**config.mk**
```make
export PLATFORM = sky130hd
export DESIGN_NAME = panel_ctrl
export DESIGN_NICKNAME = d
export VERILOG_FILES = /design/src/rtl/panel_pkg.sv /design/src/rtl/panel_ctrl_btn_debounce.sv /design/src/rtl/panel_ctrl.sv
export SDC_FILE = /design/constraint.sdc
export NUM_CORES = 1
export LEC_CHECK = 0
export BUFFER_PORTS_ARGS = -buffer_cell sky130_fd_sc_hd__buf_2
export CAP_MARGIN = 5
export CORE_MARGIN = 2
export CORE_UTILIZATION = 35
export CTS_BUF_LIST = sky130_fd_sc_hd__clkbuf_4 sky130_fd_sc_hd__clkbuf_8
export DETAILED_ROUTE_END_ITERATION = 8
export MAX_ROUTING_LAYER = met4
export SLEW_MARGIN = 20
export SYNTH_ARGS = -nofsm -noshare
export SYNTH_HDL_FRONTEND = slang
export SYNTH_HIERARCHICAL = 1
export SYNTH_SLANG_ARGS = --single-unit
```
**constraint.sdc**
```tcl
create_clock -name clk -period 1.8 [get_ports clk]
set_input_delay 0.36 -clock clk [delete_from_list [all_inputs] [get_ports clk]]
set_output_delay 0.36 -clock clk [all_outputs]
set_load 0.02 [all_outputs]
```
**src/rtl/panel_pkg.sv**
```systemverilog
// rtl/panel_pkg.sv - mode encoding and button indices shared by the front-panel controller
package panel_pkg;

    typedef enum logic [1:0] {
        RUN       = 2'd0,
        SET_TIME  = 2'd1,
        SET_ALARM = 2'd2
    } mode_t;

    localparam int NBTN      = 5;
    localparam int BTN_TIME  = 0;
    localparam int BTN_ALARM = 1;
    localparam int BTN_MIN   = 2;
    localparam int BTN_HRS   = 3;
    localparam int BTN_ALON  = 4;

endpackage

```
**src/rtl/panel_ctrl_btn_debounce.sv**
```systemverilog
// rtl/panel_ctrl_btn_debounce.sv - 2-FF synchroniser, debounce counter and rising-edge press strobe
module btn_debounce #(
    parameter int DB_CYC = 16
) (
    input  logic clk,
    input  logic rst_n,
    input  logic raw,
    output logic level,
    output logic press
);

    localparam int CW = $clog2(DB_CYC + 1);

    logic          r_sync1;
    logic          r_sync2;
    logic          r_level;
    logic          r_press;
    logic [CW-1:0] r_cnt;

    always_ff @(posedge clk or negedge rst_n) begin
        if (!rst_n) begin
            r_sync1 <= 1'b0;
            r_sync2 <= 1'b0;
            r_level <= 1'b0;
            r_press <= 1'b0;
            r_cnt   <= '0;
        end else begin
            r_sync1 <= raw;
            r_sync2 <= r_sync1;
            r_press <= 1'b0;
            // Any cycle agreeing with the accepted level restarts the qualification window.
            if (r_sync2 == r_level) begin
                r_cnt <= '0;
            end else if (r_cnt == CW'(DB_CYC - 1)) begin
                r_level <= r_sync2;
                r_press <= r_sync2;
                r_cnt   <= '0;
            end else begin
                r_cnt <= r_cnt + 1'b1;
            end
        end
    end

    assign level = r_level;
    assign press = r_press;

endmodule

```
**src/rtl/panel_ctrl.sv**
```systemverilog
// rtl/panel_ctrl.sv - front-panel mode FSM, advance requests and alarm enable
// Optional build macro AUTO_REPEAT_EN adds tick-based auto-repeat on held advance buttons.
import panel_pkg::*;

module panel_ctrl #(
    parameter int DB_CYC    = 16,
    parameter int REP_TICKS = 2
) (
    input  logic       clk,
    input  logic       rst_n,
    input  logic       tick,
    input  logic       btn_time,
    input  logic       btn_alarm,
    input  logic       btn_min,
    input  logic       btn_hrs,
    input  logic       btn_alon,
    output logic       Timeset,
    output logic       Alarmset,
    output logic       Minadv,
    output logic       Hrsadv,
    output logic       Alarmon,
    output logic [1:0] mode
);

    logic [NBTN-1:0] w_raw;
    logic [NBTN-1:0] w_level;
    logic [NBTN-1:0] w_press;
    logic [1:0]      w_adv_press;
    logic [1:0]      w_adv_level;
    logic [1:0]      w_rep;
    logic            w_in_set;
    logic            w_leave;
    logic            w_unused;
    mode_t           w_next;

    mode_t           r_mode;
    logic            r_timeset;
    logic            r_alarmset;
    logic            r_alon;
    logic [1:0]      r_adv;

    assign w_raw = {btn_alon, btn_hrs, btn_min, btn_alarm, btn_time};

    for (genvar g = 0; g < NBTN; g++) begin : g_btn
        btn_debounce #(.DB_CYC(DB_CYC)) u_db (
            .clk   (clk),
            .rst_n (rst_n),
            .raw   (w_raw[g]),
            .level (w_level[g]),
            .press (w_press[g])
        );
    end

    assign w_adv_press = {w_press[BTN_HRS], w_press[BTN_MIN]};
    assign w_adv_level = {w_level[BTN_HRS], w_level[BTN_MIN]};
    assign w_unused    = ^{w_level, 1'(REP_TICKS)};

    always_comb begin
        w_next = r_mode;
        case (r_mode)
            RUN:       if (w_press[BTN_TIME]) w_next = SET_TIME;
                       else if (w_press[BTN_ALARM]) w_next = SET_ALARM;
            SET_TIME:  if (w_press[BTN_TIME]) w_next = RUN;
            SET_ALARM: if (w_press[BTN_ALARM]) w_next = RUN;
            default:   w_next = RUN;
        endcase
    end

    assign w_in_set = (r_mode != RUN);
    assign w_leave  = w_in_set && (w_next == RUN);

`ifdef AUTO_REPEAT_EN
    localparam int RCW = $clog2(REP_TICKS + 1);
    logic [RCW-1:0] r_rcnt [2];

    always_ff @(posedge clk or negedge rst_n) begin
        if (!rst_n) begin
            for (int i = 0; i < 2; i++) r_rcnt[i] <= '0;
        end else begin
            for (int i = 0; i < 2; i++) begin
                if (!w_in_set || w_leave || !w_adv_level[i]) r_rcnt[i] <= '0;
                else if (tick && (r_rcnt[i] != RCW'(REP_TICKS))) r_rcnt[i] <= r_rcnt[i] + 1'b1;
            end
        end
    end

    // Re-arm on the tick that brings the count to REP_TICKS, so the next tick already advances.
    always_comb begin
        w_rep = '0;
        for (int i = 0; i < 2; i++) begin
            w_rep[i] = tick && w_in_set && !w_leave && w_adv_level[i] &&
                       (r_rcnt[i] >= RCW'(REP_TICKS - 1));
        end
    end
`else
    assign w_rep = '0;
`endif

    always_ff @(posedge clk or negedge rst_n) begin
        if (!rst_n) begin
            r_mode     <= RUN;
            r_timeset  <= 1'b0;
            r_alarmset <= 1'b0;
            r_alon     <= 1'b0;
            r_adv      <= '0;
        end else begin
            r_mode     <= w_next;
            r_timeset  <= (w_next == SET_TIME);
            r_alarmset <= (w_next == SET_ALARM);
            if (w_press[BTN_ALON]) r_alon <= ~r_alon;
            if (w_leave) r_adv <= '0;
            else r_adv <= (r_adv & ~{2{tick}}) | (w_in_set ? w_adv_press : 2'b00) | w_rep;
        end
    end

    assign Timeset  = r_timeset;
    assign Alarmset = r_alarmset;
    assign Minadv   = r_adv[0];
    assign Hrsadv   = r_adv[1];
    assign Alarmon  = r_alon;
    assign mode     = r_mode;

endmodule

```
==> impl_metrics.csv <==
group,metric,value,unit
drt,routedWlPerCell,11.8,µm
power_and_ir_drop,powerDensity,940,nW/µm²
synthesis,synth-edff-count,0,
power_and_ir_drop,ir_drop,0.482,mV
sta,worst_pin_slew,0.455,ns
floorplanning,start_util,36.0,%
sta,tns,0,ns
synthesis,synthMostInstantiatedCell,"dfrtp_1",
synthesis,ys_top_cells_by_count,"dfrtp_1 (52), nor2_1 (22), xor2_1 (16)",
clocking,clock-sinks,52,
power_and_ir_drop,p_leak,1.16,nW
synthesis,syn-cell-area,1960,µm²
drt,dr_wl_met3,101,µm
worst_hold_path,min_path_type,"primary input to async pin",
worst_setup_path,reg2reg_to,"g_btn[0].u_db/level$_DFFE_PN0P_",
sta,rsz0062_at_grt,"no",
status,status,"complete, but fails checks",
sta,hold_viol,3,
worst_setup_path,startpoint_type,"register",
global_route,grt_pass1_wl,5110,µm
synthesis,synth_area_leaders,"dfrtp_1 (67%), xor2_1 (7.2%), nor2_1 (4.2%), ha_1 (3.2%), mux2_2 (2.9%)",
floorplanning,die_h,78.8,µm
status,violations,"negative hold slack",
worst_setup_path,required,1.44,ns
clocking,clk_pin_slew_worst_paths,0.09,ns
global_route,grt_max_degree,22,
layout,diodes,0,
worst_setup_path,cp_max_fo,9,
synthesis,ys_seq_elements,52,
layout,multi_input_area,631,µm²
worst_setup_path,critPathBufInv,1,
clocking,postCtsSetupBuffers,0,
drt,wl_met2,1440,µm
sta,finalCritPeriodShare,76.8,%
clocking,ctsResizeCount,0,
worst_setup_path,reg2reg_depth,4,
sta,skew,0.0107,ns
floorplanning,pin_count,15,
layout,fillCellCount,524,
layout,final_util,41.1,%
synthesis,syn_nets,161,
synthesis,synth_ff_type,"dfrtp_1",
synthesis,syn_avg_cell_area,13.2,µm²
floorplanning,die-area,6200,µm²
layout,fin_nets,183,
clocking,cts.path.max_buffers,2,
worst_setup_path,crit_arrival,1.02,ns
global_route,antenna_found_initial,0,
drt,vias_per_cell,4.55,
sta,setup_viol_count_final,0,
worst_setup_path,startpoint,"mode[0]$_DFF_PN0_",
drt,vias,1105,
sta,fin_crit,1.38,ns
drt,drt-pass1-iter-count,4,
sta,slew_violations,0,
worst_setup_path,critPathKind,"register to output port",
sta,relSlewSlack,69.7,%
sta,whs,-0.00279,ns
layout,area.sequential,1300,µm²
clocking,cts_inserted_buffers,5,
synthesis,synth.largest_area_cell,"dfrtp_1",
synthesis,yosysUniqueCellTypes,21,
drt,drt_wl_total,2860,µm
synthesis,ys.warnings.count,6,
place,io_buffers,14,
worst_setup_path,cp_top_family,"flip-flops",
worst_setup_path,cp_cell_sequence,"buf_2",
drt,drc,0,
floorplanning,coreArea,5440,µm²
synthesis,synth-seq-area-share,66.5,%
drt,drt_iter0_markers,82,
worst_setup_path,slowest_stage,"dfrtp_1",
floorplanning,dieWidth,78.8,µm
layout,drive_above_1_share,19.9,%
synthesis,yosysTopAreaCellShare,66.5,%
clocking,hold_buffers,0,
flow_run,drv_cap,0,
worst_setup_path,timing.rr.start,"g_btn[0].u_db/r_cnt[0]$_DFF_PN0_",
clocking,insertion_delay,0.30,ns
place,gp_congestion,0.766,
drt,topRoutingLayerUsed,"met4",
global_route,grt_overflow,0,
clocking,cts-root-buf,"clkbuf_8",
drt,met1Wirelength,1290,µm
layout,syn2layout_area_growth,14.4,%
synthesis,ys_async_sr_fraction,100,%
global_route,grt_pass1_vias,1179,
clocking,h-tree-depth,2,
worst_setup_path,r2r_slack,0.50,ns
synthesis,synth_cells,148,
floorplanning,num_rows,27,
sta,timing.fmax,723,MHz
drt,postRouteAntennaNets,0,
clocking,cts_tree,"done",
worst_setup_path,max_stage_delay,0.50,ns
global_route,grtUsageTotal,10.9,%
place,dp_hpwl,2130,µm
worst_setup_path,crit_path_end_kind,"output port",
## layout by cell type (no fill, tap or decap)
| cell | Yosys | routed |
|---|---|---|
| dfrtp_1 | 52 | 52 |
| nor2_1 | 22 | 22 |
| xor2_1 | 16 | 16 |
| buf_2 | 1 | 14 |
| clkbuf_8 | 0 | 5 |
| and2_1 | 5 | 5 |
| inv_1 | 5 | 5 |
| nand3_2 | 5 | 5 |
| o21ai_1 | 5 | 5 |
| nand3_1 | 5 | 5 |
| and3_1 | 5 | 5 |
| nor4b_1 | 5 | 5 |
| mux2_2 | 5 | 5 |
| ha_1 | 5 | 5 |
| a21oi_1 | 2 | 2 |
| o21ai_0 | 2 | 2 |
| nand2b_1 | 2 | 2 |
| a221oi_1 | 2 | 2 |
| buf_4 | 0 | 2 |
| or3b_1 | 1 | 1 |
| or2b_1 | 1 | 1 |
| xnor2_1 | 1 | 1 |
| o21a_1 | 1 | 1 |
| bufinv_16 | 0 | 1 |
| clkinv_2 | 0 | 1 |
| clkbuf_4 | 0 | 1 |
## layer usage
| layer | vias to the layer above | global-route usage, % |
|---|---|---|
| met1 | 546 | 12.8 |
| li1 | 537 | - |
| met4 | 0 | 3.68 |
| met3 | 4 | 3.07 |
| met5 | - | - |
| met2 | 18 | 18.0 |
## sequential cells by signal (all words and copies together) (netlist names)
name and flops:
g_btn.u_db/r_sync2 5, g_btn.u_db/r_sync1 5, mode 2, g_btn.u_db/level 5, Timeset 1, g_btn.u_db/r_cnt 25, Alarmon 1, r_adv 2
g_btn.u_db/press 5, Alarmset 1
## worst reg2reg max path, delay by kind of cell (launching register included)
kind	cells	cell delay, ns
mux	1	0.34
fa+ha+maj	1	0.21
simple gates	2	0.24
flops	1	0.39
## cell type report
class                   count  share of cell area [%]
clock buffers               6                    3.41
repair buffers             16                    3.80
multi-input cells          90                    28.2
inverters                   5                   0.839
flip-flops and latches     52                    58.2
clock inverters             2                    1.57
well taps                  72                    4.03
## cell families after synthesis
logic type	Yosys count	synth area share, %
buf+inv	6	1.22
flops	52	66.5
fa+ha+maj	5	3.20
compound gates	12	3.58
mux	5	2.88
xor+xnor	17	7.61
simple gates	51	15.0
## where the power goes
| part | leakage (nW) | switching, mW | internal [mW] |
|---|---|---|---|
| clock network | 0.0586 | 0.344 | 0.428 |
| registers | 0.691 | 0.0282 | 1.21 |
| logic | 0.411 | 0.0571 | 0.0393 |
## worst max path at each step
stage / cells past startpoint / slack, ns / endpoint
floorplan: 4 / 0.62 / g_btn[0].u_db/level$_DFFE_PN0P_
global placement: 4 / 0.57 / g_btn[1].u_db/level$_DFFE_PN0P_
detailed placement: 4 / 0.51 / g_btn[0].u_db/level$_DFFE_PN0P_
CTS: 1 / 0.38 / mode[0]
global route: 1 / 0.32 / mode[0]
finish: 1 / 0.42 / mode[0]
## through the flow
| stage | setup WS (ns) | hold slack (ns) | cells | power [mW] | instance area (µm²) |
|---|---|---|---|---|---|
| 2_1_floorplan | 0.622 | 0.0644 | 148 | 1.30 | 1960 |
| 3_3_place_gp | 0.575 | 0.325 | 235 | 1.35 | 2130 |
| 3_5_place_dp | 0.509 | 0.336 | 235 | 1.36 | 2130 |
| 4_1_cts | 0.384 | 0.00174 | 243 | 2.14 | 2240 |
| 5_1_grt | 0.321 | 0.0147 | 243 | 2.22 | 2240 |
| 6_report | 0.417 | -0.00279 | 243 | 2.10 | 2240 |
Note: power is estimated with default switching activity, not from simulation.
